==> config.mk <==
export PLATFORM = sky130hd
export DESIGN_NAME = sysref_gate_ctrl
export DESIGN_NICKNAME = d
export VERILOG_FILES = /design/src/rtl/sysref_gate_pkg.sv /design/src/rtl/sysref_period_meter.sv /design/src/rtl/sysref_gate_ctrl.sv
export SDC_FILE = /design/constraint.sdc
export NUM_CORES = 1
export LEC_CHECK = 0
export BUFFER_PORTS_ARGS = -buffer_cell sky130_fd_sc_hd__buf_4
export CAP_MARGIN = 20
export CORE_MARGIN = 2
export CORE_UTILIZATION = 45
export CTS_BUF_LIST = sky130_fd_sc_hd__clkbuf_4
export CTS_CLUSTER_DIAMETER = 60
export DETAILED_ROUTE_END_ITERATION = 10
export PLACE_DENSITY = 0.73
export SYNTH_ARGS = -nofsm -noshare
export SYNTH_HDL_FRONTEND = slang
export SYNTH_SLANG_ARGS = --single-unit
==> constraint.sdc <==
create_clock -name pl_refclk_m -period 4.05 [get_ports pl_refclk_m]
set_clock_uncertainty 0.15 [all_clocks]
set_input_delay 0.81 -clock pl_refclk_m [delete_from_list [all_inputs] [get_ports pl_refclk_m]]
set_output_delay 0.81 -clock pl_refclk_m [all_outputs]
set_load 0.02 [all_outputs]
==> src/rtl/sysref_gate_pkg.sv <==
// Shared types and defaults for the PL SYSREF gate sequencer.
// Holds the FSM state type and the period tolerance helper.
package sysref_gate_pkg;

   typedef enum logic [1:0] {IDLE, ACQ, ALIGN, PASS} state_t;

   localparam int unsigned PERIOD_W_DEF   = 16;
   localparam int unsigned LOCK_CNT_DEF   = 4;
   localparam int unsigned PERIOD_TOL_DEF = 1;
   localparam int unsigned PULSE_W_DEF    = 8;
   localparam int unsigned LOCK_W         = 4;

   function automatic logic period_match(input logic [31:0] a,
                                         input logic [31:0] b,
                                         input logic [31:0] tol);
      logic [31:0] d;
      d = (a > b) ? (a - b) : (b - a);
      return (d <= tol);
   endfunction

endpackage

==> src/rtl/sysref_period_meter.sv <==
// Rising-edge detector and saturating period counter for the retimed SYSREF level.
// cur_period is the live count, i.e. the period being measured at a rise.
module sysref_period_meter
   import sysref_gate_pkg::*;
#(
   parameter int unsigned PERIOD_W = PERIOD_W_DEF
) (
   input  logic                pl_refclk_m,
   input  logic                rst,
   input  logic                sysref_in,
   output logic                rise,
   output logic                sat,
   output logic [PERIOD_W-1:0] cur_period,
   output logic [PERIOD_W-1:0] period_o
);

   logic                sysref_d;
   logic [PERIOD_W-1:0] cnt;

   assign rise       = sysref_in & ~sysref_d;
   assign sat        = (cnt == '1) & ~rise;
   assign cur_period = cnt;

   always_ff @(posedge pl_refclk_m or posedge rst) begin
      if (rst) begin
         sysref_d <= 1'b0;
         cnt      <= '0;
         period_o <= '0;
      end else begin
         sysref_d <= sysref_in;
         if (rise) begin
            period_o <= cnt;
            cnt      <= PERIOD_W'(1);
         end else if (cnt != '1) begin
            cnt <= cnt + 1'b1;
         end
      end
   end

endmodule

==> src/rtl/sysref_gate_ctrl.sv <==
// SYSREF lock/align/pass sequencer: measures the period, locks, then gates a
// programmed number of whole pulses onto the DAC/ADC user_sysref outputs.
module sysref_gate_ctrl
   import sysref_gate_pkg::*;
#(
   parameter int unsigned PERIOD_W   = PERIOD_W_DEF,
   parameter int unsigned LOCK_CNT   = LOCK_CNT_DEF,
   parameter int unsigned PERIOD_TOL = PERIOD_TOL_DEF,
   parameter int unsigned PULSE_W    = PULSE_W_DEF
) (
   input  logic                pl_refclk_m,
   input  logic                rst,
   input  logic                sysref_in,
   input  logic                arm_i,
   input  logic                abort_i,
   input  logic [PULSE_W-1:0]  num_pulses_i,
   input  logic                en_dac_i,
   input  logic                en_adc_i,
   output logic                user_sysref_dac,
   output logic                user_sysref_adc,
   output logic                busy_o,
   output logic                locked_o,
   output logic                done_o,
   output logic                err_timeout_o,
   output logic                err_period_o,
   output logic [PERIOD_W-1:0] period_o
);

   state_t              state, state_n;
   logic                gate_open, gate_n;
   logic [PULSE_W-1:0]  num_lat, num_n, pulse_cnt, pulse_n;
   logic                en_dac_lat, en_dac_n, en_adc_lat, en_adc_n;
   logic [LOCK_W-1:0]   match_cnt, match_n;
   logic                first_seen, first_n;
   logic [PERIOD_W-1:0] ref_period, ref_n, cur_period;
   logic                abort_seen, abort_n;
   logic                locked_n, done_n, err_to_n, err_per_n;
   logic                rise, sat, in_tol, count_done;

   sysref_period_meter #(.PERIOD_W(PERIOD_W)) u_meter (
      .pl_refclk_m (pl_refclk_m),
      .rst         (rst),
      .sysref_in   (sysref_in),
      .rise        (rise),
      .sat         (sat),
      .cur_period  (cur_period),
      .period_o    (period_o)
   );

   assign busy_o     = (state != IDLE);
   assign in_tol     = period_match(32'(cur_period), 32'(ref_period), PERIOD_TOL);
   assign count_done = (num_lat != '0) && (pulse_cnt == num_lat);

   always_comb begin
      state_n   = state;
      gate_n    = gate_open;
      num_n     = num_lat;
      en_dac_n  = en_dac_lat;
      en_adc_n  = en_adc_lat;
      match_n   = match_cnt;
      first_n   = first_seen;
      ref_n     = ref_period;
      pulse_n   = pulse_cnt;
      abort_n   = abort_seen;
      locked_n  = locked_o;
      done_n    = 1'b0;
      err_to_n  = err_timeout_o;
      err_per_n = err_period_o;
      case (state)
         IDLE: begin
            if (arm_i && !abort_i) begin
               num_n     = num_pulses_i;
               en_dac_n  = en_dac_i;
               en_adc_n  = en_adc_i;
               err_to_n  = 1'b0;
               err_per_n = 1'b0;
               locked_n  = 1'b0;
               match_n   = '0;
               first_n   = 1'b0;
               pulse_n   = '0;
               abort_n   = 1'b0;
               state_n   = ACQ;
            end
         end
         ACQ: begin
            if (abort_i) begin
               state_n = IDLE;
            end else if (sat) begin
               err_to_n = 1'b1;
               state_n  = IDLE;
            end else if (rise) begin
               if (!first_seen) begin
                  first_n = 1'b1;
                  ref_n   = cur_period;
               end else if (in_tol) begin
                  match_n = match_cnt + 1'b1;
                  if ((match_cnt + 1'b1) == LOCK_W'(LOCK_CNT)) begin
                     locked_n = 1'b1;
                     state_n  = ALIGN;
                  end
               end else begin
                  match_n = '0;
                  ref_n   = cur_period;
               end
            end
         end
         ALIGN: begin
            if (abort_i) begin
               state_n = IDLE;
            end else if (!sysref_in) begin
               gate_n  = 1'b1;
               state_n = PASS;
            end
         end
         PASS: begin
            abort_n = abort_seen | abort_i;
            if (rise && gate_open) begin
               if (pulse_cnt != '1) pulse_n = pulse_cnt + 1'b1;
               if (!in_tol) err_per_n = 1'b1;
            end
            // The gate only ever closes while the input is low, except on a
            // saturation timeout where the input has stopped toggling anyway.
            if (sat) begin
               err_to_n = 1'b1;
               gate_n   = 1'b0;
               state_n  = IDLE;
            end else if ((count_done || abort_n) && !sysref_in) begin
               gate_n  = 1'b0;
               state_n = IDLE;
               done_n  = count_done & ~abort_n;
            end
         end
      endcase
   end

   always_ff @(posedge pl_refclk_m or posedge rst) begin
      if (rst) begin
         state           <= IDLE;
         gate_open       <= 1'b0;
         num_lat         <= '0;
         en_dac_lat      <= 1'b0;
         en_adc_lat      <= 1'b0;
         match_cnt       <= '0;
         first_seen      <= 1'b0;
         ref_period      <= '0;
         pulse_cnt       <= '0;
         abort_seen      <= 1'b0;
         locked_o        <= 1'b0;
         done_o          <= 1'b0;
         err_timeout_o   <= 1'b0;
         err_period_o    <= 1'b0;
         user_sysref_dac <= 1'b0;
         user_sysref_adc <= 1'b0;
      end else begin
         state           <= state_n;
         gate_open       <= gate_n;
         num_lat         <= num_n;
         en_dac_lat      <= en_dac_n;
         en_adc_lat      <= en_adc_n;
         match_cnt       <= match_n;
         first_seen      <= first_n;
         ref_period      <= ref_n;
         pulse_cnt       <= pulse_n;
         abort_seen      <= abort_n;
         locked_o        <= locked_n;
         done_o          <= done_n;
         err_timeout_o   <= err_to_n;
         err_period_o    <= err_per_n;
         user_sysref_dac <= sysref_in & gate_open & en_dac_lat;
         user_sysref_adc <= sysref_in & gate_open & en_adc_lat;
      end
   end

endmodule
==> impl_metrics.toml <==
[setup_path]
crit_type = "reg2reg"
required_ns = 4.28
r2r_cells = 15
crit_path_end_kind = "flip-flop"
path_max_fanout = 16
critPathArrivalTime_ns = 4.05
worst_setup_path_start_kind = "flip-flop"

[synth]
synthCells = 622
synth_flop_cell = "dfrtp_1"
synth_seq_cells = 82
synthDistinctLibCells = 68
synth_common_cells = "dfrtp_1 (82), nand2_1 (82), nor2_1 (48)"
synth_area_leaders = "dfrtp_1 (37%), ha_1 (8.1%), nand2_1 (5.5%), xnor2_1 (3.9%), mux2i_1 (3.8%)"
synth_edf_count = 0
syn_area_per_cell_um2 = 8.923
yosys.area.top_type_share_pct = 36.97
yosysTopAreaCell = "dfrtp_1"
syn-num-nets = 675
synth.yosys.seq_area_share_pct = 36.97
syn_area_um2 = 5550
synth_warnings = 0
synthArstFlopShare_pct = 100.0

[clocking]
root_buffer = "clkbuf_4"
clkLatencyLatePin_ns = 0.45
path_clk_slew_ns = 0.14
cts_tree = "done"
cts_sinks = 82
numCtsBuffers = 9
cts_max_level = 3
clock_path_buffers = 2

[global_routing]
antenna_found_initial = 0
met3_usage_pct = 3.479
gr-total-overflow = 0
grt_pass1_wl_um = 21690
grt_pass1_vias = 4524
grtUsageMet1_pct = 29.08
grt_use_met2_pct = 30.98
grt_max_degree = 83
grt-busiest-layer = "met2"
track_usage_pct = 20.60

[drt]
via_per_inst = 5.878
vias = 4726
dr.first_iter.drc_count = 309
wl_um = 13010
dr.pass1.iters = 5
drcViolationCount = 0
post_drt_wl_per_cell_um = 16.18
drt.antenna.violating_nets = 0

[sta]
period_minus_slack_ns = 3.817
hold_violations = 0
setup_tns_ns = 0
setup_violations = 0
fin_ws_ns = 0.2330
finalCritPeriodShare_pct = 94.25
fmax_mhz = 262.0
maxSlewViolCount = 0
slew_headroom_pct = 67.09
worst_slew_pin_slew_ns = 0.4892
rsz0062_at_grt = "no"

[floorplanning]
rows = 40
dieWidth_um = 115.1
io_pins = 38
dieArea_um2 = 13240
core_um2 = 12010
die_h_um = 115.1
start_util_pct = 46.21

[layout]
area_delta_synth_final_pct = 11.68
multi_input_area_um2 = 3243
nets = 705
num-fill-cells = 1106
regArea_um2 = 2053
drive_gt1_share_pct = 13.70
n_antenna_cell = 0

[power]
leakagePower_uw = 0.002992
powerDensity_nw_per_um2 = 562.8
vdd_drop_max_mv = 0.3239

[flow_run]
maxCapViolations = 0

[run_status]
status = "completed"

[placement]
port_buffers = 37
dp_hpwl_um = 9511
dp_slack_ns = 0.2086
gp_congestion = 1.020

[hold_path]
hold_path_class = "in2async"
==> cells by family (layout without fill, tap and decap cells) <==
group,Yosys count,in the layout,share of synthesized area (%)
fa+ha+maj,38,38,8.837
flops,82,82,36.97
mux,24,24,4.396
buf+inv,67,102,5.275
compound gates,146,146,18.03
xor+xnor,43,43,6.785
simple gates,222,222,19.70
==> metal layers <==
layer | routed length [um] | part of all wire (%)
met1 | 6257 | 48
met2 | 5821 | 45
met3 | 639 | 4.9
met4 | 290 | 2.2
met5 | 0 | 0
==> cell type report <==
type	count	share of cell area, %
flip-flops and latches	82	33.12
repair buffers	45	6.096
well taps	147	2.967
clock inverters	5	1.655
inverters	41	2.503
clock buffers	11	1.332
multi-input cells	473	52.32
==> worst max-delay path, cell delays in order (launching register included) <==
cell,delay (ns)
dfrtp_2,0.47
inv_1,0.10
ha_1,0.22
inv_1,0.07
fa_1,0.41
a21o_1,0.22
a21oi_2,0.19
xnor2_1,0.12
a2111oi_4,0.30
nand3_1,0.12
or3_1,0.37
nor4_4,0.25
o22ai_2,0.16
o21ai_4,0.20
buf_12,0.19
mux2i_1,0.20
==> worst paths after layout <==
| path | from | end | slack [ns] |
|---|---|---|---|
| worst min-delay path | rst | u_meter.cur_period[9] | 0.22 |
| worst max-delay path | u_meter.cur_period[0] | ref_period[3] | 0.23 |
| max in group asynchronous | rst | ref_period[12] | 2.93 |
| worst min register to register | en_adc_lat | en_adc_lat | 0.34 |
| worst max register to register | u_meter.cur_period[0] | ref_period[3] | 0.23 |
| min in group pl_refclk_m | en_adc_lat | en_adc_lat | 0.34 |
==> power by group <==
group | internal [uW] | switching [uW]
Sequential | 918 | 83.9
Clock | 326 | 288
Combinational | 768 | 1100
==> cells in the final DEF (no fill, tap or decap), types with 8 or more instances in the layout <==
cell type,n
buf_4,42
xor2_1,18
and3_1,10
xnor2_1,25
clkbuf_4,11
nor3_1,8
dfrtp_1,81
a21o_1,17
ha_1,34
a21oi_1,41
nand3_1,12
nand4_1,17
nand2_1,82
o21ai_0,39
nor2_1,48
nor4_1,9
inv_1,40
mux2i_1,21
==> timing repair <==
item,4_1_cts,5_1_grt
buffers inserted,0,0
hold buffers,0,0
resized for setup,0,7
endpoints found under the setup margin,0,17
==> stage by stage <==
step	area [um2]	hold WS (ns)	std cells	power [uW]	utilization (%)
5_1_grt	6198	0.2272	804	3697	51.60
4_1_cts	6117	0.3441	802	3397	50.93
6_report	6198	0.2222	804	3488	51.60
2_1_floorplan	5550	0.2886	622	2428	-
3_3_place_gp	5932	0.3030	786	2726	49.39
3_5_place_dp	5932	0.3132	786	2772	49.39
==> flip-flops by register name, summed over array words and instances (netlist names) <==
| signal | cells |
|---|---|
| abort_seen | 1 |
| ref_period | 16 |
| err_timeout_o | 1 |
| u_meter.period_o | 16 |
| en_adc_lat | 1 |
| match_cnt | 4 |
| en_dac_lat | 1 |
| done_o | 1 |
| gate_open | 1 |
| pulse_cnt | 8 |
| num_lat | 8 |
| state | 2 |
| u_meter.cur_period | 16 |
| err_period_o | 1 |
| user_sysref_adc | 1 |
| first_seen | 1 |
| locked_o | 1 |
| u_meter.sysref_d | 1 |
| user_sysref_dac | 1 |
Note: power is estimated with default switching activity, not from simulation.
